### config.mk
export PLATFORM = sky130hd
export DESIGN_NAME = target_addr_sequencer
export DESIGN_NICKNAME = d
export VERILOG_FILES = /design/src/rtl/target_addr_sequencer_pkg.sv /design/src/rtl/target_addr_sequencer_sign_extender_magic_box.sv /design/src/rtl/target_addr_sequencer.sv
export SDC_FILE = /design/constraint.sdc
export NUM_CORES = 1
export LEC_CHECK = 0
export CAP_MARGIN = 40
export CORE_ASPECT_RATIO = 0.9
export CORE_MARGIN = 5
export CORE_UTILIZATION = 35
export DETAILED_ROUTE_END_ITERATION = 10
export PLACE_DENSITY = 0.56
export SETUP_SLACK_MARGIN = 0.4
export SLEW_MARGIN = 40
export SYNTH_ARGS = -nofsm -noshare
export SYNTH_HDL_FRONTEND = slang
export SYNTH_SLANG_ARGS = --single-unit
### constraint.sdc
create_clock -name clk -period 5.5 [get_ports clk]
set_clock_uncertainty 0.15 [all_clocks]
set_input_delay 1.1 -clock clk [delete_from_list [all_inputs] [get_ports clk]]
set_output_delay 1.1 -clock clk [all_outputs]
set_load 0.05 [all_outputs]
### src/rtl/target_addr_sequencer_pkg.sv
// Shared encodings for the target address sequencer: FSM states, result kinds,
// extender modes, SPARC op/op2 fields and the decode/condition helpers.
package target_addr_sequencer_pkg;

    typedef enum logic [1:0] {
        ST_IDLE = 2'd0,
        ST_EXT  = 2'd1,
        ST_CALC = 2'd2,
        ST_OUT  = 2'd3
    } state_t;

    typedef enum logic [1:0] {
        KIND_NONE   = 2'd0,
        KIND_CALL   = 2'd1,
        KIND_BRANCH = 2'd2,
        KIND_IMM    = 2'd3
    } kind_t;

    localparam logic [2:0] MODE_SIMM13 = 3'd0;
    localparam logic [2:0] MODE_SIMM11 = 3'd1;
    localparam logic [2:0] MODE_SIMM10 = 3'd2;
    localparam logic [2:0] MODE_DISP30 = 3'd3;
    localparam logic [2:0] MODE_IMM22  = 3'd4;
    localparam logic [2:0] MODE_DISP22 = 3'd5;

    localparam logic [1:0] OP_FMT2   = 2'b00;
    localparam logic [1:0] OP_CALL   = 2'b01;
    localparam logic [2:0] OP2_BICC  = 3'b010;
    localparam logic [2:0] OP2_SETHI = 3'b100;

    localparam logic [3:0] COND_BA = 4'b1000;

    typedef struct packed {
        kind_t      kind;
        logic [2:0] mode;
    } decode_t;

    function automatic decode_t decode_ir(input logic [31:0] ir);
        decode_t d;
        d.kind = KIND_NONE;
        d.mode = MODE_SIMM13;
        if (ir[31:30] == OP_CALL) begin
            d.kind = KIND_CALL;
            d.mode = MODE_DISP30;
        end else if (ir[31:30] == OP_FMT2 && ir[24:22] == OP2_BICC) begin
            d.kind = KIND_BRANCH;
            d.mode = MODE_DISP22;
        end else if (ir[31:30] == OP_FMT2 && ir[24:22] == OP2_SETHI) begin
            d.kind = KIND_IMM;
            d.mode = MODE_IMM22;
        end else if (ir[31] && ir[13]) begin
            d.kind = KIND_IMM;
            d.mode = MODE_SIMM13;
        end
        return d;
    endfunction

    // icc is {N,Z,V,C}; cond[3] inverts the base test (BN/BA, BNE/BE, ...).
    function automatic logic branch_taken(input logic [3:0] cond, input logic [3:0] icc);
        logic n, z, v, c, base;
        n = icc[3];
        z = icc[2];
        v = icc[1];
        c = icc[0];
        case (cond[2:0])
            3'd0:    base = 1'b0;
            3'd1:    base = z;
            3'd2:    base = z | (n ^ v);
            3'd3:    base = n ^ v;
            3'd4:    base = c | z;
            3'd5:    base = c;
            3'd6:    base = n;
            default: base = v;
        endcase
        return base ^ cond[3];
    endfunction

endpackage

### src/rtl/target_addr_sequencer_sign_extender_magic_box.sv
// Immediate/displacement extender: turns instruction fields into a 32-bit
// operand according to the 3-bit mode chosen by decode.
module sign_extender_magic_box
    import target_addr_sequencer_pkg::*;
(
    input  logic [29:0] ir,
    input  logic [2:0]  mode,
    output logic [31:0] ext
);

    always_comb begin
        ext = '0;
        case (mode)
            MODE_SIMM13: ext = {{19{ir[12]}}, ir[12:0]};
            MODE_SIMM11: ext = {{21{ir[10]}}, ir[10:0]};
            MODE_SIMM10: ext = {{22{ir[9]}}, ir[9:0]};
            MODE_DISP30: ext = {ir[29:0], 2'b00};
            MODE_IMM22:  ext = {ir[21:0], 10'b0};
            MODE_DISP22: ext = {{8{ir[21]}}, ir[21:0], 2'b00};
            default:     ext = '0;
        endcase
    end

endmodule

### src/rtl/target_addr_sequencer.sv
// Four-state sequencer that captures an instruction, extends its immediate,
// computes the branch/call target or immediate value and offers the result.
module target_addr_sequencer
    import target_addr_sequencer_pkg::*;
(
    input  logic        clk,
    input  logic        reset,
    input  logic        in_valid,
    output logic        in_ready,
    input  logic [31:0] ir,
    input  logic [31:0] pc,
    input  logic [3:0]  icc,
    input  logic        flush,
    output logic        out_valid,
    input  logic        out_ready,
    output logic [1:0]  out_kind,
    output logic [31:0] out_value,
    output logic        out_taken,
    output logic        out_annul,
    output logic [15:0] xfer_count
);

    // Handshakes: a transfer occurs on a rising edge where valid and ready are
    // both high; valid never depends on ready, and the payload holds while valid
    // is high and ready is low. flush and reset cancel any transfer in progress.

    state_t      state;
    state_t      state_next;

    logic [31:0] ir_q;
    logic [31:0] pc_q;
    logic [3:0]  icc_q;
    logic [31:0] ext;
    logic [31:0] ext_q;
    decode_t     dec;

    kind_t       out_kind_q;
    logic [31:0] out_value_q;
    logic        out_taken_q;
    logic        out_annul_q;
    logic [15:0] count_q;

    kind_t       calc_kind;
    logic [31:0] calc_value;
    logic        calc_taken;
    logic        calc_annul;

    logic        accept;
    logic        deliver;

    assign in_ready  = (state == ST_IDLE) && !flush && !reset;
    assign out_valid = (state == ST_OUT);
    assign accept    = in_valid && in_ready;
    assign deliver   = out_valid && out_ready && !flush;

    assign dec = decode_ir(ir_q);

    sign_extender_magic_box u_ext (
        .ir   (ir_q[29:0]),
        .mode (dec.mode),
        .ext  (ext)
    );

    always_comb begin
        state_next = state;
        if (flush) begin
            state_next = ST_IDLE;
        end else begin
            case (state)
                ST_IDLE: if (accept)  state_next = ST_EXT;
                ST_EXT:               state_next = ST_CALC;
                ST_CALC:              state_next = ST_OUT;
                ST_OUT:  if (deliver) state_next = ST_IDLE;
                default:              state_next = ST_IDLE;
            endcase
        end
    end

    always_comb begin
        calc_kind  = dec.kind;
        calc_value = '0;
        calc_taken = 1'b0;
        calc_annul = 1'b0;
        case (dec.kind)
            KIND_CALL: begin
                calc_value = pc_q + ext_q;
                calc_taken = 1'b1;
            end
            KIND_BRANCH: begin
                calc_value = pc_q + ext_q;
                calc_taken = branch_taken(ir_q[28:25], icc_q);
                // BA,a annuls its delay slot even though it is taken.
                calc_annul = ir_q[29] && (!calc_taken || ir_q[28:25] == COND_BA);
            end
            KIND_IMM: begin
                calc_value = ext_q;
            end
            default: begin
                calc_value = '0;
            end
        endcase
    end

    always_ff @(posedge clk) begin
        if (reset) begin
            state       <= ST_IDLE;
            ir_q        <= '0;
            pc_q        <= '0;
            icc_q       <= '0;
            ext_q       <= '0;
            out_kind_q  <= KIND_NONE;
            out_value_q <= '0;
            out_taken_q <= 1'b0;
            out_annul_q <= 1'b0;
            count_q     <= '0;
        end else begin
            state <= state_next;
            if (accept) begin
                ir_q  <= ir;
                pc_q  <= pc;
                icc_q <= icc;
            end
            if (state == ST_EXT) begin
                ext_q <= ext;
            end
            if (state == ST_CALC && !flush) begin
                out_kind_q  <= calc_kind;
                out_value_q <= calc_value;
                out_taken_q <= calc_taken;
                out_annul_q <= calc_annul;
            end
            if (deliver && out_taken_q) begin
                count_q <= count_q + 16'd1;
            end
        end
    end

    assign out_kind   = out_kind_q;
    assign out_value  = out_value_q;
    assign out_taken  = out_taken_q;
    assign out_annul  = out_annul_q;
    assign xfer_count = count_q;

endmodule

After elaboration in Yosys (flattened, before gate mapping)
Cells that the tools add are included.
{"block": "word_totals", "out_inout_bits": 54, "wordCells": 74, "register_bits": 154, "in_bits": 73}
{"block": "classes", "n_reduce_logical": 22, "mux": 13, "n_eq_ne": 23, "bitwise_logic": 4, "n_addsub": 2}
{"op": "case mux 32 bit (6 select lines)", "n": 1}
{"op": "case mux 32 bit (2 select lines)", "n": 1}
{"op": "adder 32 bit", "n": 1}
{"op": "two-way mux 5 bit", "n": 4}
{"op": "equality test 3 bit, second input constant", "n": 6}
{"op": "adder 16 x 1 -> 16 bit, second input constant", "n": 1}
{"op": "equality test 3 x 2 -> 1 bit, second input constant", "n": 5}
{"op": "logical AND 1 bit", "n": 11}
{"op": "equality test 2 bit, second input constant", "n": 4}
{"op": "case mux 2 bit (4 select lines)", "n": 1}
{"op": "case mux 1 bit (7 select lines)", "n": 1}
{"op": "equality test 2 x 1 -> 1 bit, second input constant", "n": 3}
{"op": "equality test 3 x 1 -> 1 bit, second input constant", "n": 2}
{"op": "zero test 3 bit", "n": 2}
{"op": "equality test 4 bit, second input constant", "n": 1}
{"op": "zero test 2 bit", "n": 2}
{"op": "two-way mux 2 bit", "n": 2}
{"op": "OR reduction 2 bit", "n": 2}
{"op": "zero test 1 bit", "n": 3}
{"op": "two-way mux 1 bit", "n": 2}
{"op": "inequality test 2 x 1 -> 1 bit, second input constant", "n": 1}
{"op": "inequality test 2 bit, second input constant", "n": 1}
{"op": "OR 1 bit", "n": 2}
{"op": "case mux 1 bit (2 select lines)", "n": 1}
{"op": "other kinds (3)", "n": 4}

Depth between registers and ports, before layout
Gate-level depths: netlist (run 1).
{"block": "logic_depth", "word_depth": 12, "mapped_depth": 11}

Modules after synthesis
Synthesis (run 1) repeated with hierarchy kept, for this count alone.
{"block": "unflattened", "hier_cells": 1072, "hier_area_um2": 8594.5}
{"mod": "target_addr_sequencer", "area_each_um2": 7703.6, "seq_area_each_um2": 3083.0, "cells_per_inst": 951, "n_inst": 1}
{"mod": "sign_extender_magic_box", "area_each_um2": 890.9, "seq_area_each_um2": 0.0, "cells_per_inst": 121, "n_inst": 1}

Worst setup path before layout (run 1)
Ideal clock, no wire load.
{"block": "synth_timing", "path_type": "input to output", "from": "input port reset", "to": "output port in_ready", "arrival_time_ps": 1788, "path_slack_ps": 2462, "path_buffers": 1, "required_ps": 4250, "path_stages": 3, "path_cell_list": "clkbuf_1 nor2_1 and2_1"}
{"block": "synth_via", "elab_chain_cells": 2}
{"item": "start, declared", "line_no": "target_addr_sequencer.sv:7", "text": "input logic reset,"}
{"item": "zero test 1 bit", "line_no": "target_addr_sequencer.sv:51", "text": "assign in_ready = (state == ST_IDLE) && !flush && !reset;"}
{"item": "logical AND 1 bit", "line_no": "target_addr_sequencer.sv:51"}
{"item": "end, declared", "line_no": "target_addr_sequencer.sv:9", "text": "output logic in_ready,"}
No other way between the ends.

Worst setup path after layout (run 1)
{"block": "layout_timing", "from": "input port flush", "to": "output port in_ready"}
{"block": "layout_via", "elab_chain_cells": 3}
{"item": "start, declared", "line_no": "target_addr_sequencer.sv:13", "text": "input logic flush,"}
{"item": "zero test 1 bit", "line_no": "target_addr_sequencer.sv:51"}
{"item": "logical AND 1 bit (2 in series)", "line_no": "target_addr_sequencer.sv:51"}
No other way between the ends.

==> results of run 1 <==
==> synth_stat cells, types with 2 or more instances <==
cell type	instances
sky130_fd_sc_hd__nand2_1	186
sky130_fd_sc_hd__dfxtp_1	154
sky130_fd_sc_hd__a21oi_1	114
sky130_fd_sc_hd__nor2_1	106
sky130_fd_sc_hd__clkbuf_1	52
sky130_fd_sc_hd__nor3_1	45
sky130_fd_sc_hd__a221oi_1	38
sky130_fd_sc_hd__ha_1	37
sky130_fd_sc_hd__o21ai_0	30
sky130_fd_sc_hd__nand3_1	22
sky130_fd_sc_hd__xnor2_1	21
sky130_fd_sc_hd__inv_1	17
sky130_fd_sc_hd__xor2_1	15
sky130_fd_sc_hd__a211oi_1	13
sky130_fd_sc_hd__a21o_1	12
sky130_fd_sc_hd__a311oi_1	12
sky130_fd_sc_hd__and3_1	11
sky130_fd_sc_hd__buf_2	10
sky130_fd_sc_hd__a31oi_1	9
sky130_fd_sc_hd__nand4_1	9
sky130_fd_sc_hd__nor2b_1	8
sky130_fd_sc_hd__o211ai_1	8
sky130_fd_sc_hd__mux2i_1	6
sky130_fd_sc_hd__nand2b_1	6
sky130_fd_sc_hd__or3_1	6
sky130_fd_sc_hd__and2_1	5
sky130_fd_sc_hd__nor3b_1	5
sky130_fd_sc_hd__o21a_1	5
sky130_fd_sc_hd__o21bai_1	5
sky130_fd_sc_hd__a22oi_1	4
sky130_fd_sc_hd__buf_1	4
sky130_fd_sc_hd__o31ai_1	4
sky130_fd_sc_hd__o21ai_1	3
sky130_fd_sc_hd__or2_2	3
sky130_fd_sc_hd__nor4_1	2
sky130_fd_sc_hd__o2111ai_1	2
sky130_fd_sc_hd__o41ai_1	2
sky130_fd_sc_hd__or4_1	2
==> sequential cells by signal, indices dropped and copies added, names as in the netlist <==
signal and cells:
xfer_count 16, out_taken 1, ir_q 32, out_annul 1
out_value 32, icc_q 4, ext_q 32, out_kind 2
state 2, pc_q 32
==> stage by stage <==
stage               setup WS [ns]  hold WS (ns)
finish                      1.483        0.3060
global route                1.429        0.3208
CTS                         1.482        0.3072
detailed placement          1.482        0.2978
global placement            1.493        0.2927
floorplan                   2.462        0.2818
==> report_power, final <==
part | internal [W] | switching, W | total, W
Clock | 0.000758 | 0.000475 | 0.00123
Sequential | 0.00114 | 0.0000293 | 0.00117
Combinational | 0.000105 | 0.000130 | 0.000235
Total | 0.00201 | 0.000635 | 0.00264
==> kinds of logic (layout without fill, tap and decap cells) <==
| family | Yosys count | after routing |
|---|---|---|
| flip-flops | 154 | 154 |
| buffers and inverters | 84 | 184 |
| adder cells (fa/ha/maj) | 38 | 38 |
| AO/OA/AOI/OAI | 274 | 274 |
| multiplexers | 6 | 6 |
| AND/OR/NAND/NOR | 422 | 422 |
| XOR/XNOR | 36 | 36 |
==> critical path: cells and delay by family <==
family                 cells  cell delay [ns]
and+or+nand+nor            2             0.33
buffers and inverters      2             1.34
==> worst max-delay path by stage <==
stage                from  endpoint  slack (ns)  cells after the start
floorplan           reset  in_ready        2.46                      3
global placement    reset  in_ready        1.49                      4
detailed placement  flush  in_ready        1.48                      4
CTS                 flush  in_ready        1.48                      4
global route        flush  in_ready        1.43                      4
finish              flush  in_ready        1.48                      4
==> metal layers <==
layer / vias to the layer above / global-route usage (%)
met5: - / 0
met1: 3529 / 26.33
met3: 25 / 3.476
met4: 0 / 4.482
li1: 3770 / -
met2: 173 / 27.89
==> layout make-up <==
| class | count | area (sq um) |
|---|---|---|
| fillers | 2325 | 12390 |
| multi-input cells | 776 | 4517 |
| flip-flops and latches | 154 | 3083 |
| repair buffers | 136 | 1346 |
| clock buffers | 20 | 436.7 |
| well taps | 297 | 371.6 |
| clock inverters | 11 | 170.2 |
| inverters | 17 | 63.81 |
==> results_dict.tcl, run 1 <==
set metrics [dict create \
    commonest_non_fill_non_tap_cell_in_the_layout "sky130_fd_sc_hd__nand2_1" \
    grt_pass1_vias 7159 \
    gp_routability_congestion 0.8977 \
    timing.critical_path.fanout_max 6 \
    synth_compound_gate_area_share_pct 22.44 \
    endpoint_required_time_on_the_critical_path_ns 4.25 \
    synthDistinctLibCells 59 \
    dpl_wire_length_mm 16.74 \
    synth.top_cell.area_share_pct 39.01 \
    critPathMostFrequentCell "sky130_fd_sc_hd__clkdlybuf4s50_1" \
    synth-seq-area-share_pct 39.01 \
    finish.utilization_pct 44.63 \
    delay_of_the_slowest_cell_on_the_worst_path_ns 0.81 \
    dr_wl_met3_mm 1.164 \
    wirelength_mm 23.72 \
    post_layout_instance_area_sq_um 9988 \
    post_cts_buffers 0 \
    min_period_over_period_pct 73.03 \
    layout.cells.non_filler 1411 \
    holdBufCountCts 0 \
    postSynthRegisterBits 154 \
    route.vias.total 7497 \
    final_period_minus_worst_setup_slack_ns 4.017 \
    detail_route.wirelength.met1_mm 11.78 \
    regToRegEndpoint "out_value[24]$_SDFFE_PP0P_" \
    power.density_nw_per_um2 264.3 \
    setup-violations-final 0 \
    synth.largest_area_cell "sky130_fd_sc_hd__dfxtp_1" \
    yosys-top-cells-area "sky130_fd_sc_hd__dfxtp_1 39%, sky130_fd_sc_hd__nand2_1 8.8%, sky130_fd_sc_hd__a21oi_1 7.2%" \
    grt_max_degree 81 \
    die_h_um 152.6 \
    floorplan.initialDensity_pct 35.31 \
    net_count_of_the_mapped_netlist 1125 \
    worst_r2r_path_depth 11 \
    layout-area-overhead-vs-synth_pct 26.39 \
    netlist_instances 1014 \
    rsz0062_at_grt "false" \
    max_cap_viol_count 0 \
    most-common-layout-cells "185 x sky130_fd_sc_hd__nand2_1, 154 x sky130_fd_sc_hd__dfxtp_1, 125 x sky130_fd_sc_hd__clkdlybuf4s50_1" \
    simple_gate_area_share_of_the_yosys_netlist_pct 23.53 \
    dr_wl_met2_mm 10.42 \
    status "finished clean" \
    clkSlewWorstSetupHoldPaths_ns 0.07 \
    synth_top_family_by_area "simple AND/OR/NAND/NOR gates" \
    timing_worst_setup_path_type "in2out" \
    grt_antenna_before_repair 0 \
    x_dimension_of_the_die_um 168.4 \
    placed_cell_area_sq_um 9354 \
    route.detailed.drc 0 \
    timing.hold.worst_endpoint "icc_q[0]$_SDFFE_PP0P_" \
    routed_wire_length_per_instance_um 16.81 \
    setup.worst_path.end_class "output pin" \
    highest_signal_layer_in_the_routed_design "met4" \
    ff2ff_setup_slack_ns 2.13 \
    proportion_of_synthesized_flip_flops_having_asynchronous_set_or_reset_pct 0 \
    worstSkewPairLatency_ns 0.43 \
    fmaxAchievable_mhz 249.0 \
    antenna_violation_net_count_after_detailed_routing 0 \
    max-vdd-ir-drop_v 0.0001849 \
    synthFlopType "sky130_fd_sc_hd__dfxtp_1" \
    antennaDiodeCount 0 \
    synthesis.area_sq_um 7903 \
    worst-endpoint-arrival_ns 2.77 \
    number_of_clock_buffers_inserted_by_tritoncts 17 \
    globalRouteOverflowTotal 0 \
    drive_above_1_share_pct 4.937 \
    num-nets-final 1213 \
    cts_buffer_depth 2 \
    grtUsageTotal_pct 18.17 \
    place.detailed.instances 1379 \
    cts.root.buffer_cell "sky130_fd_sc_hd__clkbuf_16" \
    design.die.area_sq_um 25690 \
    worst_slew_pin_slew_ns 0.8089 \
    grt_first_pass_wirelength_mm 38.29 \
    worstHoldStart "icc_q[0]$_SDFFE_PP0P_" \
    synth-xor-area-share_pct 3.990 \
    portion_of_netlist_area_occupied_by_mux_cells_pct 0.7600 \
    hold_path_class "reg2reg" \
    port-buffer-count 126 \
    hold_violations 0 \
    fin_setup_tns_ns 0 \
    synth_area_per_cell_sq_um 7.793 \
    slew_viol_final 0 \
    htree_levels 4 \
    area_share_of_fa_ha_maj_cells_after_synthesis_pct 6.111 \
    rr_startpoint "ext_q[0]$_SDFFE_PP0N_" \
    io_pins 127 \
    critical-path-slowest-cell "sky130_fd_sc_hd__clkdlybuf4s50_1" \
    synth-edff-count 0 \
    crit_path_cell_trace "clkdlybuf4s50_1 > nor2_1 > and2_1 > clkdlybuf4s50_1" \
    drt_via_density 5.313 \
    drt_pre_antenna_iters 5 \
    clock_tree_from_tritoncts "yes" \
    cellLeakagePower_nw 3.682 \
    ctsResizeCount 0 \
    p_total_w 0.002640 \
    num_clock_sinks 154 \
    drt_first_iter_violations 465 \
    yosys_synthesis_warning_count 0 \
    max-slew-margin-rel_pct 46.07 \
    setup.worst_path.start_class "primary input" \
    min_path_cells 2 \
    floorplan.rows 52 \
    core_region_area_sq_um 22380 \
]
Note: power is estimated with default switching activity, not from simulation.
==> run 2, diff against run 1 <==
clock period = 3.75 ns   (was 5.5 ns; I/O delays follow)
==> run 2 against run 1 <==
Core utilization grew 0.36 points. Cell count up 0.43%. Critical path depth grew 7. Setup slack got worse by 0.79 ns. Clock power increased by 54%. Sequential cell count did not move. Sequential power is 47% higher. Total power rose by 50%. Non-clock buffer count grew 5. Register-to-register slack got worse by 1.4 ns.
==> results_dict.tcl, run 2 (synthesis results as in run 1) <==
set metrics [dict create \
    status "finished clean" \
    fin_setup_tns_ns 0 \
    most-common-layout-cells "185 x sky130_fd_sc_hd__nand2_1, 154 x sky130_fd_sc_hd__dfxtp_1, 124 x sky130_fd_sc_hd__clkdlybuf4s50_1" \
    grt_antenna_before_repair 0 \
    rsz0062_at_grt "false" \
    wirelength_mm 24.24 \
    x_dimension_of_the_die_um 168.4 \
    grtUsageTotal_pct 18.42 \
    family_with_the_most_delay_on_the_worst_path "compound AO/OA/AOI/OAI gates" \
    delay_of_the_slowest_cell_on_the_worst_path_ns 0.46 \
    cellLeakagePower_nw 3.742 \
    layout-area-overhead-vs-synth_pct 27.41 \
    die_h_um 152.6 \
    max-slew-margin-rel_pct 47.20 \
    io_pins 127 \
    floorplan.initialDensity_pct 35.31 \
    p_switching_w 0.0009343 \
    setup.worst_path.start_class "flop" \
    route.vias.total 7477 \
    power.density_nw_per_um2 393.9 \
    combPwrFrac_pct 8.8 \
    commonest_non_fill_non_tap_cell_in_the_layout "sky130_fd_sc_hd__nand2_1" \
    setup-violations-final 0 \
    num_clock_sinks 154 \
    globalRouteOverflowTotal 0 \
    core_region_area_sq_um 22380 \
    routed_wire_length_per_instance_um 17.10 \
    worstSkewPairLatency_ns 0.43 \
    setup.worst_path.end_class "flop" \
    max_cap_viol_count 0 \
    hold_path_class "reg2reg" \
    max-vdd-ir-drop_v 0.0002139 \
    cts.root.buffer_cell "sky130_fd_sc_hd__clkbuf_16" \
    worst-endpoint-arrival_ns 3.22 \
    crit_path_cell_trace "ha_1 > inv_1 > fa_1 > and2b_1 > o211ai_1 > a31oi_1 > a311oi_2 > o31ai_1 > a31oi_1 > o2111ai_1 > nand3b_1" \
    route.detailed.drc 0 \
    place.detailed.instances 1385 \
    worst_slew_pin_slew_ns 0.7920 \
    clkSlewWorstSetupHoldPaths_ns 0.07 \
    critPathMostFrequentCell "sky130_fd_sc_hd__a31oi_1" \
    drt_pre_antenna_iters 7 \
    cell_internal_pwr_w 0.003032 \
    htree_levels 4 \
    grt_first_pass_wirelength_mm 38.46 \
    port-buffer-count 126 \
    min_path_cells 2 \
    power.share.switching_pct 23.56 \
    gp_routability_congestion 0.8827 \
    worst_r2r_path_depth 11 \
    clock_tree_from_tritoncts "yes" \
    critical-path-slowest-cell "sky130_fd_sc_hd__o31ai_1" \
    design.die.area_sq_um 25690 \
    worstPathBufferInverterCount 1 \
    fmaxAchievable_mhz 327.3 \
    floorplan.rows 52 \
    drt_first_iter_violations 450 \
    antennaDiodeCount 0 \
    final_period_minus_worst_setup_slack_ns 3.055 \
    timing.critical_path.depth 11 \
    min_period_over_period_pct 81.48 \
    drive_above_1_share_pct 5.446 \
    num-nets-final 1218 \
    endpoint_required_time_on_the_critical_path_ns 3.91 \
    antenna_violation_net_count_after_detailed_routing 0 \
    clkPwrFrac_pct 47.8 \
    holdBufCountCts 0 \
    grt_pass1_vias 7100 \
    drt_via_density 5.277 \
    layout.cells.non_filler 1417 \
    number_of_clock_buffers_inserted_by_tritoncts 17 \
    slew_viol_final 0 \
    grt_max_degree 77 \
    timing_worst_setup_path_type "reg2reg" \
    cts_buffer_depth 2 \
    hold_violations 0 \
    seqPwrFrac_pct 43.4 \
    timing.critical_path.fanout_max 3 \
    dpl_wire_length_mm 17.11 \
]
-- run 2: stage by stage --
stage               worst slack (ns)  util (%)  area, sq um  hold slack (ns)  total power (W)
global placement              0.4342     42.04         9409           0.2923         0.002101
CTS                           0.4242     44.92        10050           0.3049         0.003993
global route                  0.4459     44.99        10070           0.3210         0.004106
finish                        0.6945     44.99        10070           0.3018         0.003966
floorplan                     0.9986         -         7903           0.2818         0.001948
detailed placement            0.4254     42.04         9409           0.2967         0.002102
-- run 2: cell type report --
class / instances / area, sq um
Inverter: 17 / 63.81
Fill cell: 2309 / 12310
Multi-Input combinational cell: 776 / 4516
Timing Repair Buffer: 141 / 1390
Sequential cell: 154 / 3083
Clock buffer: 21 / 450.4
Tap cell: 297 / 371.6
Clock inverter: 11 / 193.9
-- run 2: worst min-delay path, cell delays in order (launching register included) --
cell                      delay (ns)
sky130_fd_sc_hd__dfxtp_1        0.30
sky130_fd_sc_hd__nand2_1        0.05
sky130_fd_sc_hd__a21oi_1        0.05
-- run 2: final timing paths --
| kind | start | to | slack, ns |
|---|---|---|---|
| max | ext_q[0]$_SDFFE_PP0N_ | out_value[24]$_SDFFE_PP0P_ | 0.69 |
| min | icc_q[0]$_SDFFE_PP0P_ | icc_q[0]$_SDFFE_PP0P_ | 0.30 |
| max reg2reg | ext_q[0]$_SDFFE_PP0N_ | out_value[24]$_SDFFE_PP0P_ | 0.69 |
| min reg2reg | icc_q[0]$_SDFFE_PP0P_ | icc_q[0]$_SDFFE_PP0P_ | 0.30 |
-- run 2: timing repair --
action                                  4_1_cts  5_1_grt
buffers inserted                              0        0
resized for setup                             0        2
endpoints found under the setup margin        0        2
-- run 2: power by group through the flow --
| stage | logic [W] | clock network (W) | registers (W) |
|---|---|---|---|
| after floorplan | 0.000210 | 0 | 0.00174 |
| after global placement | 0.000346 | 0 | 0.00175 |
| after detailed placement | 0.000347 | 0 | 0.00176 |
| after CTS | 0.000349 | 0.00192 | 0.00172 |
| after global routing | 0.000387 | 0.00200 | 0.00172 |
| final | 0.000350 | 0.00190 | 0.00172 |
-- run 2: metal layers --
metal	up-vias	track usage, %	part of all wire, %
met5	-	0	0
met4	0	4.212	1.2
met3	22	3.632	4.3
met2	163	28.04	44
met1	3491	26.94	51
li1	3801	-	-
